**src/rtl/pipe_store_buffer.sv**
```systemverilog
// Posted-write store buffer between the CPU MEM stage and slow data memory.
// Queues stores, drains over req/ack, forwards queued data to loads.
module pipe_store_buffer #(
  parameter int DEPTH = 4,
  parameter int PTRW  = 2
) (
  input  logic            clk,
  input  logic            rst,
  input  logic            cpu_wen,
  input  logic [31:0]     cpu_addr,
  input  logic [31:0]     cpu_wdata,
  output logic [31:0]     cpu_rdata,
  output logic            cpu_stall,
  output logic            mem_wreq,
  output logic [31:0]     mem_waddr,
  output logic [31:0]     mem_wdata,
  input  logic            mem_wack,
  output logic [31:0]     mem_raddr,
  input  logic [31:0]     mem_rdata,
  output logic [PTRW:0]   sb_count,
  output logic            sb_empty
);

  typedef struct packed {
    logic [29:0] addr;
    logic [31:0] data;
  } sb_entry_t;

  localparam logic [PTRW:0] CNT_FULL = (PTRW+1)'(DEPTH);
  localparam logic [PTRW:0] CNT_TWO  = (PTRW+1)'(2);
  localparam logic [PTRW:0] CNT_ZERO = '0;
  localparam logic [PTRW:0] CNT_ONE  = (PTRW+1)'(1);
  localparam logic [PTRW-1:0] PTR_ONE = (PTRW)'(1);

  sb_entry_t       ent_q [DEPTH];
  logic [PTRW-1:0] head_q;
  logic [PTRW-1:0] tail_q;
  logic [PTRW:0]   count_q;

  logic [PTRW-1:0] young;
  logic            merge_hit;
  logic            push;
  logic            pop;
  logic            full;
  logic            nonempty;

  assign young    = tail_q - PTR_ONE;
  assign full     = (count_q == CNT_FULL);
  assign nonempty = (count_q != CNT_ZERO);

  // The head is visible to memory, so merging needs at least two entries.
  assign merge_hit = cpu_wen
                   & (count_q >= CNT_TWO)
                   & (ent_q[young].addr == cpu_addr[31:2]);

  assign push      = cpu_wen & ~merge_hit & ~full;
  assign pop       = nonempty & mem_wack;
  assign cpu_stall = cpu_wen & ~merge_hit & full;

  assign mem_wreq  = nonempty;
  assign mem_waddr = {ent_q[head_q].addr, 2'b00};
  assign mem_wdata = ent_q[head_q].data;
  assign mem_raddr = cpu_addr;
  assign sb_count  = count_q;
  assign sb_empty  = ~nonempty;

  // Scan oldest to youngest so the youngest match wins.
  always_comb begin
    logic [PTRW-1:0] idx;
    cpu_rdata = mem_rdata;
    idx       = head_q;
    for (int i = 0; i < DEPTH; i++) begin
      idx = head_q + (PTRW)'(i);
      if (((PTRW+1)'(i) < count_q) &&
          (ent_q[idx].addr == cpu_addr[31:2]))
        cpu_rdata = ent_q[idx].data;
    end
  end

  always_ff @(posedge clk or negedge rst) begin
    if (!rst) begin
      head_q  <= '0;
      tail_q  <= '0;
      count_q <= '0;
      for (int i = 0; i < DEPTH; i++)
        ent_q[i] <= '0;
    end else begin
      if (push) begin
        ent_q[tail_q].addr <= cpu_addr[31:2];
        ent_q[tail_q].data <= cpu_wdata;
        tail_q <= tail_q + PTR_ONE;
      end
      if (merge_hit)
        ent_q[young].data <= cpu_wdata;
      if (pop)
        head_q <= head_q + PTR_ONE;
      unique case ({push, pop})
        2'b10:   count_q <= count_q + CNT_ONE;
        2'b01:   count_q <= count_q - CNT_ONE;
        default: count_q <= count_q;
      endcase
    end
  end

endmodule

```
**config.mk**
```make
export PLATFORM = sky130hd
export DESIGN_NAME = pipe_store_buffer
export DESIGN_NICKNAME = d
export VERILOG_FILES = /design/src/rtl/pipe_store_buffer.sv
export SDC_FILE = /design/constraint.sdc
export NUM_CORES = 1
export LEC_CHECK = 0
export CAP_MARGIN = 20
export CORE_MARGIN = 2
export CORE_UTILIZATION = 30
export DETAILED_ROUTE_END_ITERATION = 7
export PLACE_DENSITY = 0.46
export SYNTH_ARGS = -nofsm -noshare
export SYNTH_HDL_FRONTEND = slang
export SYNTH_SLANG_ARGS = --single-unit
```
**constraint.sdc**
```tcl
create_clock -name clk -period 12.15 [get_ports clk]
set_clock_uncertainty 0.05 [all_clocks]
set_input_delay 2.43 -clock clk [delete_from_list [all_inputs] [get_ports clk]]
set_output_delay 2.43 -clock clk [all_outputs]
set_load 0.02 [all_outputs]
```
* Word level (Yosys, flattened, before mapping)
Index checks and enable logic that the tools add are counted.
** Cells by class
- Add/sub/neg operators :: 7
- Order comparisons :: 13
- Bitwise operators :: 15
- Eq/ne operators :: 8
- Reduce and logical (&&, ||, !) cells :: 8
- Mux-type cells :: 31
** Operators by type and width (number)
- 248-bit bitwise mux :: 3
- 62-bit two-way mux :: 11
- 62-bit binary-select mux with 2-bit select :: 5
- 248-bit two-way mux :: 2
- 62-bit demux with 2-bit select :: 3
- 32-bit two-way mux :: 6
- 30-bit equality test :: 5
- 3-bit >= comparator, second input constant :: 6
- 2-bit NOT with 3-bit output :: 6
- 1-bit AND :: 6
- 1-bit logical AND :: 6
- 1-bit by 3-bit < comparator with 1-bit output, first input constant :: 2
- 2-bit by 3-bit < comparator with 1-bit output, first input constant :: 2
- 3-bit by 1-bit < comparator with 1-bit output, second input constant :: 2
- 3-bit case mux with 2 select lines :: 1
- 2-bit by 1-bit adder with 2-bit output, second input constant :: 2
- 2-bit adder, second input constant :: 2
- 3-bit by 1-bit adder with 3-bit output, second input constant :: 1
- 3-bit equality test, second input constant :: 1
- 3-bit by 2-bit >= comparator with 1-bit output, second input constant :: 1
- 1-bit NOT :: 3
- 3-bit nonzero test :: 1
- 3-bit by 1-bit subtractor with 3-bit output, second input constant :: 1
- 2-bit by 1-bit equality test with 1-bit output, second input constant :: 1
- 3 further kinds :: 3
** Storage, ports and cells
- Output and inout port bits :: 134
- Register bits :: 255
- Logic and storage cells :: 93
- Input bits :: 100

* Logic depth before layout (Yosys ltp)
Gate-level depths: netlist of run 1.
- Depth after elaboration :: 13
- Gate-level depth with buffers :: 16
- Mapped depth without buffers :: 13

* Worst setup path after synthesis of run 1
No wires, ideal clock.
- Path type :: input -> output
- From :: input cpu_addr[13]
- To :: output cpu_rdata[10]
- Path buffers :: 2
- Data required time :: 9.670 ns
- Data arrival time :: 4.929 ns
- Stages on the path :: 10
- Path slack :: 4.741 ns
- Cell sequence :: buf_1 -> inv_1 -> nand2_1 -> o22ai_1 -> or4_1 -> or4_1 -> nor4_2 -> clkbuf_1 -> nor4_1 -> a21oi_1
** Between the ends
- Cells in the longest elaborated chain, start to end :: 6
- Elaborated cells on any way between the ends :: 12
- Classes of those cells :: eq/ne: 4; mux: 4; reduce/logical: 4
** Ends and longest elaborated chain
- start: declaration :: RTL line 10 : input logic [31:0] cpu_addr,
- 30-bit equality test :: RTL line 75 : (ent_q[idx].addr == cpu_addr[31:2]))
- 1-bit logical AND :: RTL line 74 : if (((PTRW+1)'(i) < count_q) &&
- 32-bit two-way mux (3 in a row) :: RTL line 74
- 32-bit two-way mux * :: RTL line 74
- end: declaration :: RTL line 12 : output logic [31:0] cpu_rdata,
Mark *: on every way between the ends. The rest lies on a longest branch, timed or not.

* Final worst setup path of run 1
- From :: input cpu_addr[10]
- To :: output cpu_rdata[1]
Same word-level chain as after synthesis.

==> flow_summary.toml, run 1 <==
[status]
status = "complete, no violations"

[synthesis]
synth_compound_area_share_pct = 9.14
synthSimpleGateAreaFrac_pct = 12.8
synth_seq_cells = 255
postSynthAreaPerCell_um2 = 10.1
synth_warnings = 0
netlist_area_mm2 = 0.0205
synth_top_family_by_area = "multiplexers"
synthMuxAreaShare_pct = 35.0
async_flop_share_pct = 100
synth_top_flop_cell = "dfrtp_1"
synth.distinct_cells = 59
synth_xor_area_share_pct = 5.63
synth_edf_count = 0
yosysSeqAreaShare_pct = 31.1
post_synth_inst_count = 2026
synth_fa_ha_area_share_pct = 0.609

[die]
row_count = 95
chipWidth_um = 266
dieArea_mm2 = 0.0706
start_util_pct = 30.4
core_area_mm2 = 0.0675
dieHeight_um = 266
io_pins = 234

[clock_network]
cts_tree = "built"
cts_setup_buffers = 0
clockRootBuffer = "clkbuf_16"
cts_max_level = 2
cts_sinks = 255
cts_inserted_buffers = 34
clk_pin_slew_ps = 60
clk_latency_ps = 550
cts_resized = 0
clockBufferDepth = 3
postCtsHoldBufs = 0

[pwr]
finalPower_mw = 7.97
p_sw_share_pct = 47.0
pwr-share-seq_pct = 22.4
p_leak_nw = 9.43
internal_power_mw = 4.23
clockPowerShare_pct = 12.5
switchingPower_mw = 3.74
power.density_mw_per_mm2 = 328
combPwrFrac_pct = 65.1
max-vdd-ir-drop_v = 0.000192

[timing]
slew_viol_final = 0
hold_violations = 0
min_period_ps = 9640
hold-worst-slack_ps = 473
tightest_slew_ps = 1020
final.period_utilization_pct = 79.3
tns_ps = 0
post-route-worst-setup-slack_ps = 2510
setup_viol = 0
slew_headroom_pct = 31.0
rsz0062_at_grt = "false"
clock.fmax_ghz = 0.104

[detailed_routing]
first_pass_iters = 5
post-route-drc-count = 0
initialDrtViolationCount = 1468
wire_per_inst_um = 25.2
via_per_inst = 5.64
ant_nets = 0
vias = 17000
drt-total-wl_mm = 75.8

[global_route]
grt_pass1_vias = 17200
grt_max_degree = 108
gr-total-overflow = 0
grt_pass1_wl_mm = 115
grtUsageTotal_pct = 21.3
antenna_found_initial = 7

[setup_path]
startpoint_type = "primary input"
cpPeakStageDelay_ps = 900
critPathMostFrequentCell = "clkdlybuf4s50_1"
path_class = "primary input to output pin"
worst-path-max-fanout = 21
cp-end-kind = "output pin"
crit_buf_inv = 3
slowest_stage = "nor4_1"
cp.arrival_ps = 7160
worst_ep_required_time_ps = 9670
cpLargestDelayFamily = "simple AND/OR/NAND/NOR gates"
cp_cell_sequence = "clkdlybuf4s50_1, xnor2_1, o2111ai_1, nor4_1, nand4_1, nor2_2, buf_4, o221ai_1, a21oi_1, clkdlybuf4s50_1"

[placement]
pre_cts_ws_ps = 2670
hpwl_mm = 51.7
gp_congestion = 0.928
dp_cells = 2947
portBuffers = 227
placed_area_mm2 = 0.0232

[cells_and_area]
final_common_cell = "mux2_2"
drive_gt1_share_pct = 23.6
layout.cells.non_filler = 3006
area_growth_pct = 18.4
utilization_pct = 36.0
design_area_mm2 = 0.0243
finalNetCount = 2221
final_cell_mix = "mux2_2, dfrtp_1, clkdlybuf4s50_1, mux2i_1, nand2_1"

[hold_path]
hold_class = "flip-flop to flip-flop"

[flow_run]
cap_violations = 0
-- layout make-up --
cell class	instances	area [um^2]
Tap cell	873	1090
Clock buffer	50	1000
Fill cell	6777	43200
Sequential cell	255	6390
Timing Repair Buffer	270	2630
Clock inverter	6	73.8
Inverter	20	80.1
Antenna cell	2	5.00
Multi-Input combinational cell	1530	13100
-- cell families (layout without fill, tap and decap cells) --
group,count (synthesis),in the layout
adders and majority gates,10,10
AOI/OAI and AO/OA,265,265
buffers and inverters,242,346
other,1,4
DFF,255,255
muxes,597,597
xor gates and xnor gates,132,132
and+or+nand+nor,524,524
-- synthesized netlist by cell type (32+ instances only) --
cell type	instances	area, um^2
dfrtp_1	255	6380
nand3_1	36	180
mux4_2	63	1420
nor2b_1	34	213
o211ai_1	38	285
nor3_1	45	225
xnor2_1	91	797
nor2_1	65	244
o221ai_1	33	289
buf_4	50	375
mux2i_1	202	2020
and2_1	38	238
or4_1	37	278
o31a_1	32	280
mux2_2	331	3730
nand2_1	183	687
a21oi_1	47	235
xor2_1	41	359
clkbuf_1	108	405
o21ai_0	48	240
nor4_1	45	282
-- layer usage --
| layer | vias to the layer above | track usage [%] | wire length (um) |
|---|---|---|---|
| met4 | 10 | 6.12 | 2010 |
| met1 | 8688 | 28.8 | 33900 |
| met2 | 498 | 35.4 | 36200 |
| li1 | 7639 | - | - |
| met3 | 116 | 2.93 | 3570 |
| met5 | - | 0 | 77 |
-- worst reg2reg max path, cell delays in order (launching register included) --
cell     delay, ps
dfrtp_1        380
inv_1           90
ha_1           280
buf_4          520
mux4_2         450
xnor2_1        270
nand4_1        240
nor4_1         910
nand4_1        530
mux2_2         380
buf_4          510
mux2_2         440
-- power groups by stage --
stage	Clock, mW	Sequential (mW)	Combinational (mW)
finish	0.997	1.78	5.19
detailed placement	0	1.78	5.18
global placement	0	1.76	5.16
CTS	1.02	1.78	5.21
global route	1.05	1.87	5.54
floorplan	0	1.59	3.63
-- final timing paths --
check,startpoint,depth (start not counted),slack (ps),endpoint
max in group asynchronous,rst,3,8130,ent_q[148]
max reg2reg,tail_q[1],11,6990,ent_q[0]
max,cpu_addr[10],10,2510,cpu_rdata[1]
min in group asynchronous,rst,1,1780,async pin
min,ent_q[11],1,470,ent_q[11]
min reg2reg,ent_q[11],1,470,ent_q[11]
No activity file was read; power rests on OpenSTA's default activity.
==> run 2: changes to the inputs <==
Settings changed: PLACE_DENSITY 0.46 to 0.48.
Clock period 12.15 ns to 8.2 ns, I/O delays scaled along.
==> run 2 against run 1 <==
  * Design area increased by 0.81%
  * Hold slack got worse by 2.3 ps
  * Routed wire length decreased by 0.42%
  * Non-clock buffer count increased by 11
  * Clock-buffer cell count up 1
  * Worst setup slack got worse by 1700 ps
  * Die area unchanged
  * Largest cell class unchanged
==> flow_summary.toml, run 2 (synthesis gave the netlist of run 1 again) <==
[detailed_routing]
first_pass_iters = 5
top_layer = "met5"
dr_wl_met3_mm = 4.04
vias = 17100
via_per_inst = 5.64
post-route-drc-count = 0
initialDrtViolationCount = 1174
wl_met2_mm = 36.0
ant_nets = 0
drt-total-wl_mm = 75.5
wl_met1_mm = 33.6
wire_per_inst_um = 25.0

[clock_network]
postCtsHoldBufs = 0
clockBufferDepth = 3
clockRootBuffer = "clkbuf_16"
cts_inserted_buffers = 35
cts_resized = 0
clk_pin_slew_ps = 50
cts_tree = "built"
cts_setup_buffers = 0
cts_sinks = 255
cts_max_level = 2
clk_latency_ps = 570

[setup_path]
cp.arrival_ps = 5690
path_class = "primary input to output pin"
worst_ep_required_time_ps = 6510
startpoint_type = "primary input"
cp-end-kind = "output pin"
worst-path-max-fanout = 32

[timing]
slew_headroom_pct = 25.1
tns_ps = 0
tightest_slew_ps = 1120
clock.fmax_ghz = 0.135
post-route-worst-setup-slack_ps = 816
hold_violations = 0
rsz0062_at_grt = "false"
final.period_utilization_pct = 90.1
min_period_ps = 7380
setup_viol = 0
slew_viol_final = 0

[cells_and_area]
area_growth_pct = 19.4
final_common_cell = "mux2_2"
drive_gt1_share_pct = 24.3
utilization_pct = 36.3
finalNetCount = 2233
design_area_mm2 = 0.0245
final_cell_mix = "mux2_2, dfrtp_1, clkdlybuf4s50_1, mux2i_1, nand2_1"
nFillCells = 6737

[pwr]
p_leak_nw = 9.52
power.density_mw_per_mm2 = 487
max-vdd-ir-drop_v = 0.000206
finalPower_mw = 11.9

[status]
status = "complete, no violations"

[die]
dieHeight_um = 266
io_pins = 234
start_util_pct = 30.4
chipWidth_um = 266
row_count = 95
core_area_mm2 = 0.0675
dieArea_mm2 = 0.0706

[global_route]
grt_max_degree = 149
grtUsageTotal_pct = 21.0
antenna_found_initial = 8
gr-total-overflow = 0
grt_pass1_wl_mm = 113
grt_pass1_vias = 17300

[placement]
gp_congestion = 0.977
placed_area_mm2 = 0.0233
portBuffers = 227
hpwl_mm = 52.9
pre_cts_ws_ps = 887

[flow_run]
cap_violations = 0

[hold_path]
hold_class = "flip-flop to flip-flop"
run 2: power by group:
group | switching [mW] | total (mW) | internal (mW)
Sequential | 0.749 | 2.67 | 1.92
Clock | 0.628 | 1.55 | 0.924
Combinational | 4.23 | 7.73 | 3.50
run 2: per-layer routing:
layer	vias up	global-route usage (%)
li1	7696	-
met1	8736	28.1
met2	510	35.1
met3	102	3.30
met4	12	6.13
met5	-	0
run 2: final timing paths:
| kind | slack (ps) | cells after the start | startpoint | end |
|---|---|---|---|---|
| max | 820 | 9 | cpu_addr[23] | cpu_rdata[15] |
| min in group asynchronous | 950 | 1 | rst | async pin |
| min reg2reg | 470 | 1 | ent_q[24] | ent_q[24] |
| max in group asynchronous | 5840 | 2 | rst | ent_q[71] |
| min | 470 | 1 | ent_q[24] | ent_q[24] |
| max reg2reg | 2670 | 10 | tail_q[1] | ent_q[148] |
run 2: cell type report:
cell class	count	area (um^2)	area share, %
Clock inverter	11	153	0.622
Inverter	20	80.1	0.326
Sequential cell	255	6390	26.1
Multi-Input combinational cell	1530	13100	53.3
Timing Repair Buffer	281	2730	11.1
Tap cell	873	1090	4.45
Antenna cell	2	5.00	0.0204
Clock buffer	51	1010	4.10
run 2: critical path, cell delays in order:
cell             delay [ps]
clkdlybuf4s50_1         830
a222oi_1                600
o2bb2ai_1               170
o2111ai_1               160
or4_4                   790
or4_1                   580
o221ai_1                220
a21oi_1                 120
clkdlybuf4s50_1         550
run 2: per-stage QoR:
stage | hold slack (ps) | cells
floorplan | 445 | 2027
global placement | 456 | 2957
detailed placement | 462 | 2958
CTS | 475 | 3020
global route | 486 | 3023
finish | 470 | 3023
==> run 3: changes to the inputs <==
Settings changed: SKIP_CTS_REPAIR_TIMING from default to 1, SLEW_MARGIN from default to 30.
==> run 3 against run 2 <==
  * Die area stayed put
  * Highest routed layer unchanged
  * Combinational power hardly changed
  * Global-route usage hardly changed
  * Clock-buffer cell count is 1 lower
  * Worst setup slack better by 16 ps
  * Non-clock buffer count is 2 lower
  * Sequential share of layout area hardly changed
  * Sequential power hardly changed
  * Hold slack better by 1.5 ps
  * Largest cell class unchanged
  * Critical path type unchanged
  * Routed wire length is 0.34% higher
  * Maximum frequency is 0.22% higher
  * Critical endpoint is now cpu_rdata[1]
==> flow_summary.toml, run 3 (synthesis gave the netlist of run 1 again) <==
[status]
status = "complete, no violations"

[clock_network]
clk_latency_ps = 560
clk_pin_slew_ps = 50
clockBufferDepth = 3
clockRootBuffer = "clkbuf_16"
cts_inserted_buffers = 35
cts_max_level = 2
cts_tree = "built"
cts_sinks = 255

[global_route]
grt_max_degree = 149
antenna_found_initial = 7
grt_pass1_wl_mm = 113
grt_pass1_vias = 17300
gr-total-overflow = 0
grtUsageTotal_pct = 21.1

[timing]
hold_violations = 0
final.period_utilization_pct = 89.9
hold-worst-slack_ps = 472
min_period_ps = 7370
setup_viol = 0
rsz0062_at_grt = "false"
tns_ps = 0
slew_viol_final = 0
post-route-worst-setup-slack_ps = 832
tightest_slew_ps = 1050
slew_headroom_pct = 30.1
clock.fmax_ghz = 0.136

[placement]
placed_area_mm2 = 0.0233
gp_congestion = 0.977
dp_cells = 2957
portBuffers = 227
pre_cts_ws_ps = 875
hpwl_mm = 52.7

[setup_path]
startpoint_type = "primary input"
worst_ep_required_time_ps = 6510
r2r_slack_ps = 2560
path_class = "primary input to output pin"
cp-end-kind = "output pin"
worst-path-max-fanout = 32
cp.arrival_ps = 5680

[detailed_routing]
initialDrtViolationCount = 1347
vias = 17200
post-route-drc-count = 0
first_pass_iters = 5
wire_per_inst_um = 25.1
via_per_inst = 5.68
drt-total-wl_mm = 75.8
ant_nets = 0

[flow_run]
cap_violations = 0

[pwr]
power.density_mw_per_mm2 = 487
finalPower_mw = 11.9
p_leak_nw = 9.52
max-vdd-ir-drop_v = 0.000202

[cells_and_area]
final_common_cell = "mux2_2"
design_area_mm2 = 0.0245
utilization_pct = 36.3
drive_gt1_share_pct = 24.4
final_cell_mix = "mux2_2, dfrtp_1, clkdlybuf4s50_1, mux2i_1, nand2_1"
finalNetCount = 2231
area_growth_pct = 19.3
nFillCells = 6728
layout.cells.non_filler = 3021

[die]
dieArea_mm2 = 0.0706
core_area_mm2 = 0.0675
row_count = 95
dieHeight_um = 266
start_util_pct = 30.4
chipWidth_um = 266
io_pins = 234

[hold_path]
hold_class = "flip-flop to flip-flop"
run 3: routing by layer:
metal / share of wire [%] / wire length (um) / global-route usage [%] / vias to the layer above
li1: - / - / - / 7673
met1: 45 / 34000 / 28.4 / 8862
met2: 47 / 35900 / 34.9 / 511
met3: 5.0 / 3800 / 3.12 / 115
met4: 2.6 / 1960 / 6.19 / 10
met5: 0.090 / 68 / 0 / -
run 3: worst paths after layout:
check / start / to / depth (start not counted)
min reg2reg: ent_q[24] / ent_q[24] / 1
min: ent_q[24] / ent_q[24] / 1
max in group asynchronous: rst / head_q[1] / 2
max reg2reg: tail_q[1] / ent_q[149] / 10
min in group asynchronous: rst / async pin / 1
max: cpu_addr[23] / cpu_rdata[1] / 9
run 3: critical path, stage by stage:
cell and delay [ps]:
clkdlybuf4s50_1 840, a222oi_1 580, o2bb2ai_1 170, o2111ai_1 160
or4_4 790, or4_1 590, o221ai_1 190, a21oi_1 100
clkdlybuf4s50_1 560
run 3: power breakdown:
group	switching (mW)	internal (mW)	leakage, nW
Sequential	0.749	1.92	3.02
Clock	0.637	0.916	0.575
Combinational	4.23	3.49	5.92
run 3: layout make-up:
cell class	instances	area, um^2	area share (%)
repair buffers	279	2690	11.0
clock inverters	12	129	0.526
diodes	2	5.00	0.0204
well taps	873	1090	4.46
inverters	20	80.1	0.327
flip-flops and latches	255	6390	26.1
multi-input cells	1530	13100	53.4
clock buffers	50	1030	4.21
